`config.mk`:
```
export PLATFORM = sky130hd
export DESIGN_NAME = mult_div_unit
export DESIGN_NICKNAME = d
export VERILOG_FILES = /design/src/rtl/mdu_defs.sv /design/src/rtl/cond_negate.sv /design/src/rtl/mult_div_unit.sv
export SDC_FILE = /design/constraint.sdc
export NUM_CORES = 1
export LEC_CHECK = 0
export ABC_AREA = 1
export CORE_MARGIN = 2
export CORE_UTILIZATION = 33
export CTS_CLUSTER_DIAMETER = 120
export CTS_CLUSTER_SIZE = 14
export DETAILED_ROUTE_END_ITERATION = 8
export PLACE_DENSITY_LB_ADDON = 0.15
export SYNTH_ARGS = -nofsm -noshare
export SYNTH_HDL_FRONTEND = slang
export SYNTH_SLANG_ARGS = --single-unit
```
`constraint.sdc`:
```
create_clock -name clk -period 7.7 [get_ports clk]
set_input_delay 1.54 -clock clk [delete_from_list [all_inputs] [get_ports clk]]
set_output_delay 1.54 -clock clk [all_outputs]
set_load 0.1 [all_outputs]
```
`src/rtl/mdu_defs.sv`:
```
// ---------------------------------------------------------------------------
// mdu_defs
// Shared definitions for the iterative multiply/divide unit: operation
// encoding and controller state encoding.
// ---------------------------------------------------------------------------
package mdu_defs;

    localparam logic MDU_OP_MULT = 1'b0;
    localparam logic MDU_OP_DIV  = 1'b1;

    typedef enum logic [1:0] {
        IDLE   = 2'd0,
        LOAD   = 2'd1,
        RUN    = 2'd2,
        FINISH = 2'd3
    } mduState_e;

endpackage

```
`src/rtl/cond_negate.sv`:
```
// ---------------------------------------------------------------------------
// cond_negate
// Conditional two's-complement negation: dataOut = neg ? -dataIn : dataIn.
// Used for operand magnitudes and for the sign correction of results.
//   dataIn  [WIDTH-1:0]  value to pass or negate
//   neg                  1 = negate
//   dataOut [WIDTH-1:0]  result
// ---------------------------------------------------------------------------
module cond_negate #(
    parameter int WIDTH = 32
) (
    input  logic [WIDTH-1:0] dataIn,
    input  logic             neg,
    output logic [WIDTH-1:0] dataOut
);

    assign dataOut = neg ? (~dataIn + {{(WIDTH-1){1'b0}}, 1'b1}) : dataIn;

endmodule

```
`src/rtl/mult_div_unit.sv`:
```
// ---------------------------------------------------------------------------
// mult_div_unit
// Iterative multicycle multiply/divide unit (MULT/MULTU/DIV/DIVU).
// Works on operand magnitudes; the result sign is applied in FINISH.
//   clk        rising-edge clock
//   reset      asynchronous, active-low
//   start      launch request, sampled only in IDLE
//   abort      cancels an operation in LOAD/RUN
//   op         0 = multiply, 1 = divide
//   sign_en    1 = signed operands
//   a, b       multiplicand/dividend, multiplier/divisor
//   busy       high in LOAD, RUN and FINISH
//   done       one-cycle pulse when hi/lo are updated
//   div_zero   one-cycle pulse with done for divide by zero
//   hi, lo     mult: product high/low; div: remainder/quotient
//
// state  | meaning
// IDLE   | waiting for start; operands and signs latched on start
// LOAD   | divide-by-zero check, accumulator/counter initialised
// RUN    | one shift-add or restoring-subtract step per cycle, WIDTH steps
// FINISH | sign correction, hi/lo written, done pulsed
// ---------------------------------------------------------------------------
module mult_div_unit
    import mdu_defs::*;
#(
    parameter int WIDTH = 32
) (
    input  logic             clk,
    input  logic             reset,
    input  logic             start,
    input  logic             abort,
    input  logic             op,
    input  logic             sign_en,
    input  logic [WIDTH-1:0] a,
    input  logic [WIDTH-1:0] b,
    output logic             busy,
    output logic             done,
    output logic             div_zero,
    output logic [WIDTH-1:0] hi,
    output logic [WIDTH-1:0] lo
);

    localparam int CNT_W = $clog2(WIDTH + 1);
    localparam logic [CNT_W-1:0] LAST_CNT = CNT_W'(WIDTH - 1);

    mduState_e stateQ, stateD;

    logic               opQ;
    logic               signEnQ;
    logic               aSignQ;
    logic               bSignQ;
    logic [WIDTH-1:0]   opAQ;
    logic [WIDTH-1:0]   opBQ;
    logic [2*WIDTH-1:0] accQ;
    logic [CNT_W-1:0]   cntQ;

    logic [WIDTH-1:0]   absA, absB;
    logic [WIDTH+1:0]   addA, addB, addSum;
    logic [2*WIDTH-1:0] accNext;
    logic [2*WIDTH-1:0] prodFix;
    logic [WIDTH-1:0]   quotFix, remFix;
    logic               qBit;
    logic [WIDTH-1:0]   newRem;
    logic               divByZero;
    logic               mulNeg, quotNeg, remNeg;

    cond_negate #(.WIDTH(WIDTH)) uAbsA (
        .dataIn(a), .neg(sign_en & a[WIDTH-1]), .dataOut(absA)
    );
    cond_negate #(.WIDTH(WIDTH)) uAbsB (
        .dataIn(b), .neg(sign_en & b[WIDTH-1]), .dataOut(absB)
    );

    assign mulNeg  = signEnQ & (aSignQ ^ bSignQ);
    assign quotNeg = signEnQ & (aSignQ ^ bSignQ);
    assign remNeg  = signEnQ & aSignQ;

    cond_negate #(.WIDTH(2*WIDTH)) uProdFix (
        .dataIn(accQ), .neg(mulNeg), .dataOut(prodFix)
    );
    cond_negate #(.WIDTH(WIDTH)) uQuotFix (
        .dataIn(accQ[WIDTH-1:0]), .neg(quotNeg), .dataOut(quotFix)
    );
    cond_negate #(.WIDTH(WIDTH)) uRemFix (
        .dataIn(accQ[2*WIDTH-1:WIDTH]), .neg(remNeg), .dataOut(remFix)
    );

    assign divByZero = (opQ == MDU_OP_DIV) && (opBQ == '0);
    assign busy      = (stateQ != IDLE);

    // Shared adder. Multiply adds the multiplicand to the upper half;
    // divide subtracts the divisor from the upper half shifted left by one,
    // which needs WIDTH+1 bits since the partial remainder can exceed WIDTH.
    always_comb begin
        if (opQ == MDU_OP_MULT) begin
            addA = {2'b00, accQ[2*WIDTH-1:WIDTH]};
            addB = {2'b00, opAQ};
        end else begin
            addA = {1'b0, accQ[2*WIDTH-1:WIDTH-1]};
            addB = ~{2'b00, opBQ};
        end
        addSum = addA + addB + {{(WIDTH+1){1'b0}}, opQ};
    end

    always_comb begin
        qBit   = ~addSum[WIDTH+1];
        newRem = qBit ? addSum[WIDTH-1:0] : accQ[2*WIDTH-2:WIDTH-1];
        if (opQ == MDU_OP_MULT) begin
            accNext = accQ[0] ? {addSum[WIDTH:0], accQ[WIDTH-1:1]}
                              : {1'b0, accQ[2*WIDTH-1:1]};
        end else begin
            accNext = {newRem, accQ[WIDTH-2:0], qBit};
        end
    end

    always_ff @(posedge clk or negedge reset) begin
        if (!reset) begin
            stateQ <= IDLE;
        end else begin
            stateQ <= stateD;
        end
    end

    always_comb begin
        stateD = stateQ;
        unique case (stateQ)
            IDLE: begin
                if (start) stateD = LOAD;
            end
            LOAD: begin
                if (abort)          stateD = IDLE;
                else if (divByZero) stateD = FINISH;
                else                stateD = RUN;
            end
            RUN: begin
                if (abort)                 stateD = IDLE;
                else if (cntQ == LAST_CNT) stateD = FINISH;
            end
            FINISH: begin
                stateD = IDLE;
            end
        endcase
    end

    always_ff @(posedge clk or negedge reset) begin
        if (!reset) begin
            opQ      <= 1'b0;
            signEnQ  <= 1'b0;
            aSignQ   <= 1'b0;
            bSignQ   <= 1'b0;
            opAQ     <= '0;
            opBQ     <= '0;
            accQ     <= '0;
            cntQ     <= '0;
            done     <= 1'b0;
            div_zero <= 1'b0;
            hi       <= '0;
            lo       <= '0;
        end else begin
            done     <= 1'b0;
            div_zero <= 1'b0;
            unique case (stateQ)
                IDLE: begin
                    if (start) begin
                        opQ     <= op;
                        signEnQ <= sign_en;
                        aSignQ  <= a[WIDTH-1];
                        bSignQ  <= b[WIDTH-1];
                        opAQ    <= absA;
                        opBQ    <= absB;
                    end
                end
                LOAD: begin
                    // Multiply shifts the multiplier out of the low half;
                    // divide shifts the dividend out of it.
                    accQ <= {{WIDTH{1'b0}}, (opQ == MDU_OP_MULT) ? opBQ : opAQ};
                    cntQ <= '0;
                end
                RUN: begin
                    accQ <= accNext;
                    cntQ <= cntQ + CNT_W'(1);
                end
                FINISH: begin
                    done <= 1'b1;
                    if (divByZero) begin
                        div_zero <= 1'b1;
                    end else if (opQ == MDU_OP_MULT) begin
                        {hi, lo} <= prodFix;
                    end else begin
                        hi <= remFix;
                        lo <= quotFix;
                    end
                end
            endcase
        end
    end

endmodule
```
==> Word level (Yosys, flattened, before mapping) <==
Cells that the tools add are included.
{ "classes": {"addsub": 8, "eq_ne": 6, "mux": 24, "bitwise": 13, "reduce_logical": 8} }
{ "op_table": {"columns": ["op", "n"], "rows": [
  ["32-bit two-way mux", 8],
  ["64-bit two-way mux", 3],
  ["32-bit by 1-bit adder with 32-bit output, second input constant", 4],
  ["32-bit inverter", 4],
  ["64-bit one-hot mux with 2 select lines", 1],
  ["64-bit by 1-bit adder with 64-bit output, second input constant", 1],
  ["64-bit inverter", 1],
  ["33-bit by 34-bit adder with 34-bit output", 1],
  ["34-bit by 1-bit adder with 34-bit output", 1],
  ["34-bit two-way mux", 1],
  ["32-bit inverter with 34-bit output", 1],
  ["33-bit two-way mux", 1],
  ["32-bit zero test", 1],
  ["6-bit one-hot mux with 2 select lines", 1],
  ["2-bit two-way mux", 4],
  ["2-bit one-hot mux with 4 select lines", 1],
  ["6-bit by 1-bit adder with 6-bit output, second input constant", 1],
  ["6-bit by 5-bit == test with 1-bit output, second input constant", 1],
  ["2-bit AND reduction", 3],
  ["1-bit bitwise AND", 4],
  ["2-bit == test, second input constant", 2],
  ["1-bit two-way mux", 4],
  ["2-bit nonzero test", 2],
  ["3-bit inequality test, second input constant", 1],
  ["6 further kinds", 7]
]} }
{ "totals": {"register_bits": 206, "in_bits": 70} }

==> Logic depth before layout (Yosys ltp) <==
{ "logic_depth": {"depth_word": 7, "depth_mapped": 23, "depth_no_buf": 19} }

==> Hierarchy <==
From an unflattened synthesis, not the netlist that was laid out.
{ "unflattened": {"cells_unflattened": 3396, "hier_area_um2": 20387.1} }
{ "by_module_without_submodules": {"columns": ["module", "instances", "cells_per_inst", "area_each_um2", "seq_area_each_um2"], "rows": [
  ["mult_div_unit", 1, 1990, 13486.7, 5154.9],
  ["cond_negate at uAbsA ...", 4, 227, 1108.6, 0.0],
  ["cond_negate at uProdFix", 1, 498, 2466.1, 0.0]
]} }

==> Worst setup path before layout <==
OpenSTA, ideal clock, no wires.
{ "synth_timing": {"path_kind": "register -> register", "start": "register opQ", "end": "register accQ[55]", "setup_time_ns": 0.066, "arrival_time_ns": 3.086, "required_time_ns": 7.634, "setup_slack_ns": 4.549, "path_stages_with_launch": 22, "path_buffers": 3, "cell_sequence": "dfrtp_1 > buf_2 > inv_2 > buf_2 > buf_1 > nor2_1 > o21bai_1 > fa_1 > fa_1 > inv_1 > nand3_1 > nand2_1 > nand2_1 > nand2_1 > nand2_1 > nand3_1 > nand2_1 > nand2_1 > nand2_1 > a21oi_1 > nand2_1 > nand2_1"} }
{ "synth_via": {"elab_chain_cells": 6, "word_cells_on_any_way": 8} }
{ "synth_lines": {"columns": ["item", "line_no", "rtl"], "rows": [
  ["start, declared", "mult_div_unit.sv:48", "logic opQ;"],
  ["start signal, assigned", "mult_div_unit.sv:165", "opQ <= op;"],
  ["33-bit two-way mux or 34-bit two-way mux (tied branches)", "mult_div_unit.sv:95", "if (opQ == MDU_OP_MULT) begin"],
  ["33-bit by 34-bit adder with 34-bit output", "mult_div_unit.sv:102", "addSum = addA + addB + {{(WIDTH+1){1'b0}}, opQ};"],
  ["34-bit by 1-bit adder with 34-bit output", "mult_div_unit.sv:102", null],
  ["64-bit two-way mux or 32-bit two-way mux (tied branches)", "mult_div_unit.sv:109, mult_div_unit.sv:107", null],
  ["64-bit two-way mux (*)", "mult_div_unit.sv:108", "if (opQ == MDU_OP_MULT) begin"],
  ["64-bit one-hot mux with 2 select lines (*)", "mult_div_unit.sv:162", "unique case (stateQ)"],
  ["end signal, assigned", "mult_div_unit.sv:176", "accQ <= {{WIDTH{1'b0}}, (opQ == MDU_OP_MULT) ? opBQ : opAQ};"],
  ["end signal, assigned", "mult_div_unit.sv:180", "accQ <= accNext;"],
  ["end, declared", "mult_div_unit.sv:54", "logic [2*WIDTH-1:0] accQ;"]
]} }
Mark *: on every way between the ends. The rest lies on a longest branch, timed or not.
A chain may end at the register's enable or synchronous reset.

==> Worst setup path in the final report <==
{ "layout_timing": {"start": "register opQ", "end": "register accQ[38]"} }
The elaborated chain is that of the path after synthesis.

==> summary by stage <==
Clock network
In this run the number of H-tree levels came out at 1. The clock-pin slew on the worst setup and hold paths is 0.08 ns. Post-CTS repair changed the size of 0 cells. The clock sink count is 206. The post-CTS setup buffer count is 0.

The worst-case clock buffer depth is 3. The cts-stage hold buffer count is 0. The clock insertion delay at the later pin of the skew report is ~0.53 ns. TritonCTS built the clock tree.

The root buffer cell is clkbuf_16. Clock tree synthesis inserted a total of 19 buffers.

STA
The time the final worst path needs with I/O delays and setup is 4.83 ns. The pin slew with the least headroom to its limit is roughly 1.0 ns. The fraction of the cycle the final worst path needs is 0.628. The remaining max-slew budget at the tightest pin is 0.327. Setup violations remaining at the end of the flow were counted as 0. The number of hold violations in the final report is 0.

For the final database, setup skew stands at between 0.02 and 0.03 ns. The final count of pins violating max slew is 0. For the final routed database, the setup TNS stands at 0 ns. Based on the critical path, the design can be clocked at up to roughly 210 MHz.

Setup repair after global routing left no endpoint under its margin.

Yosys
The share of the Yosys chip area taken by registers is 0.298. The cell area after synthesis is 0.0173 sq mm. The synthesized design contains 0 enable-type register cells. After synthesis, the cell types taking the most area are dfrtp_1 (30%), nand2_1 (21%), inv_1 (7.0%). The number of distinct standard cells referenced by the synthesized netlist is 50. The post-synthesis cell type with the largest combined area is dfrtp_1.

The Yosys warning count is 0. Counting flops and latches in the post-synthesis netlist gives 206. Averaged over all synthesized cells, the footprint is around 6 sq um. After synthesis, the share of flip-flops with an asynchronous set or reset is 1.00.

In the synthesized netlist the dominant register cell turns out to be dfrtp_1. Of the post-synthesis cell area, the dominant cell type holds 0.298. The number of instances in the synthesized netlist is 2840. The number of nets handed over by synthesis was just under 3000.

Layout
The total inserted antenna cells is 0. Of the cells placed in the final design, the portion with a size suffix greater than 1 is 0.0269. After the last flow step, the layout net total stands at 3006.

Compared with the post-synthesis result, the final layout area differs by 13.6%.

Floorplanning
The floorplan has 83 rows. The top-level port count is 137. The area of the die is 0.0542 sq mm. From left edge to right edge, the die measures 233 microns.

From bottom edge to top edge, the die measures 233 microns. The starting density of the core is 0.336. The core region is 0.0515 sq mm.

Setup path
The kind of capture point of the worst setup path is a register. The maximum fanout count along the critical path is 103. The depth of the most critical reg-to-reg path is 19. The critical path is of the register to register type. The element type at the critical path start is a register.

The critical path data required time is 8.16 ns. The data arrival time of the critical path is 5.30 ns.

Route
After detailed routing, the average wire length per cell comes to 19.1 microns. The violation count after the first detailed-route iteration is 1499. Summed over all layers, the routed wires come to approximately 68 mm. The average via count per standard cell is 5.12. For this block, the via count after detailed routing is 18300. The count of antenna-violating nets left after detailed routing is 0. The number of iterations in the first detailed-routing pass is 5. The remaining design rule violation count is 0.

Place
Summed over all nets, the half-perimeter wirelength after detailed placement is 54.4 mm. The final weighted congestion in routability-driven placement is 0.947. Buffers placed on the I/O ports in this run total roughly 140.

GRT
Global routing finished with a remaining overflow of 0. Entering global routing, the biggest net connects 104 pins. The first global-routing pass estimated a little over 100 mm of wire. The via count of the first global-routing pass came to 17200. The initial antenna violation count is 0. For this run, the total global-route usage over all layers was measured as 0.249.

Flow run
Across the run, the number of max-cap violations was 0.

Status
The flow ran to the end, and the final reports show no timing, DRC or antenna violations.

Worst hold path
The path class of the tightest hold or removal check is register to register. Along the worst hold path, the cell count comes to 2.
## Yosys cell counts, types with 4 or more instances
| master | count |
|---|---|
| clkinv_1 | 4 |
| ha_1 | 41 |
| nand2_1 | 951 |
| nor2_2 | 5 |
| buf_2 | 18 |
| a22oi_1 | 7 |
| o21ai_0 | 233 |
| a21oi_1 | 148 |
| and2_1 | 5 |
| nand4_1 | 40 |
| buf_6 | 4 |
| a31oi_1 | 27 |
| inv_2 | 4 |
| or2_2 | 11 |
| o31ai_1 | 6 |
| clkbuf_1 | 81 |
| o21ai_1 | 14 |
| nor3_2 | 4 |
| o211ai_1 | 24 |
| o221ai_1 | 8 |
| inv_1 | 322 |
| dfrtp_1 | 206 |
| nor3_1 | 24 |
| buf_1 | 16 |
| xnor2_1 | 11 |
| nand3_1 | 195 |
| o21ai_2 | 4 |
| xor2_1 | 81 |
| nor2_1 | 313 |
## cells in the final DEF, fill, tap and decap left out, types with 4 or more instances in the layout
cell type and n:
inv_1 321, and2_1 5, o21ai_2 4, nand3_1 195
a21oi_1 148, xnor2_1 11, nor3_1 24, buf_4 17
o221ai_1 8, o21ai_1 14, ha_1 41, nand2_1 950
clkinv_1 4, dfrtp_1 205, nand4_1 40, nor2_1 313
clkdlybuf4s50_1 135, inv_2 4, a22oi_1 7, o31ai_1 6
o21ai_0 233, or2_2 11, nor3_2 4, o211ai_1 24
nor2_2 5, clkbuf_16 19, xor2_1 81, a31oi_1 27
## registers in the layout, summed over array words and instances, names as in the netlist, 2 cells and up
| register | cells |
|---|---|
| lo | 32 |
| opAQ | 32 |
| cntQ | 6 |
| stateQ | 2 |
| accQ | 64 |
| hi | 32 |
| opBQ | 32 |
## final timing paths
check	end	startpoint	slack [ns]
worst max-delay path	accQ[38]	opQ	2.87
worst min-delay path	hi[22]	hi[22]	0.48
worst max register to register	accQ[38]	opQ	2.87
worst min register to register	hi[22]	hi[22]	0.48
max in group asynchronous	opQ	reset	5.11
min in group asynchronous	accQ[61]	reset	1.05
## stage by stage
step / utilization / hold slack [ns] / cells / setup slack [ns] / cell area (sq um)
final: 0.381 / 0.478 / 3575 / 2.87 / 19600
after global routing: 0.381 / 0.505 / 3575 / 2.42 / 19600
after CTS: 0.381 / 0.484 / 3575 / 2.98 / 19600
after detailed placement: 0.371 / 0.466 / 3552 / 3.02 / 19100
after global placement: 0.371 / 0.467 / 3552 / 3.10 / 19100
after floorplan: - / 0.453 / 2840 / 4.55 / 17300
## layout make-up
type | count | area (sq um)
clock buffers | 20 | 479
repair buffers | 153 | 1490
fillers | 5711 | 31900
clock inverters | 3 | 33.8
multi-input cells | 2182 | 10400
inverters | 331 | 1250
well taps | 680 | 851
flip-flops and latches | 206 | 5160
## cell families (layout without fill, tap and decap cells)
family	Yosys count	in the layout	synth area share
xor+xnor	92	92	0.0466
compound gates	483	483	0.152
fa+ha+maj	43	43	0.0320
simple gates	1564	1564	0.370
buf+inv	452	507	0.102
flops	206	206	0.298
## critical path, stage by stage (launching register included)
cell and delay, ns:
dfrtp_2 0.65, inv_6 0.56, buf_4 0.63, nor2_1 0.13, a21oi_1 0.28, ha_1 0.34, nand2_1 0.14, inv_1 0.07
nand2_1 0.07, nand2_1 0.07, nand2_1 0.07, nand2_1 0.08, inv_1 0.10, nand2_1 0.08, nand2_1 0.28, nand3_2 0.34
buf_4 0.37, o21ai_0 0.22, nand3_1 0.10, nand2_1 0.10
## routing by layer
layer  GRT usage  part of all wire
met1       0.366              0.48
met2       0.373              0.43
met3      0.0357             0.059
met4      0.0780             0.031
met5           0                 0
Power is left out: the tool's default activity adds up to more than one toggle a clock period on the data nets, which glitch-free logic cannot reach.
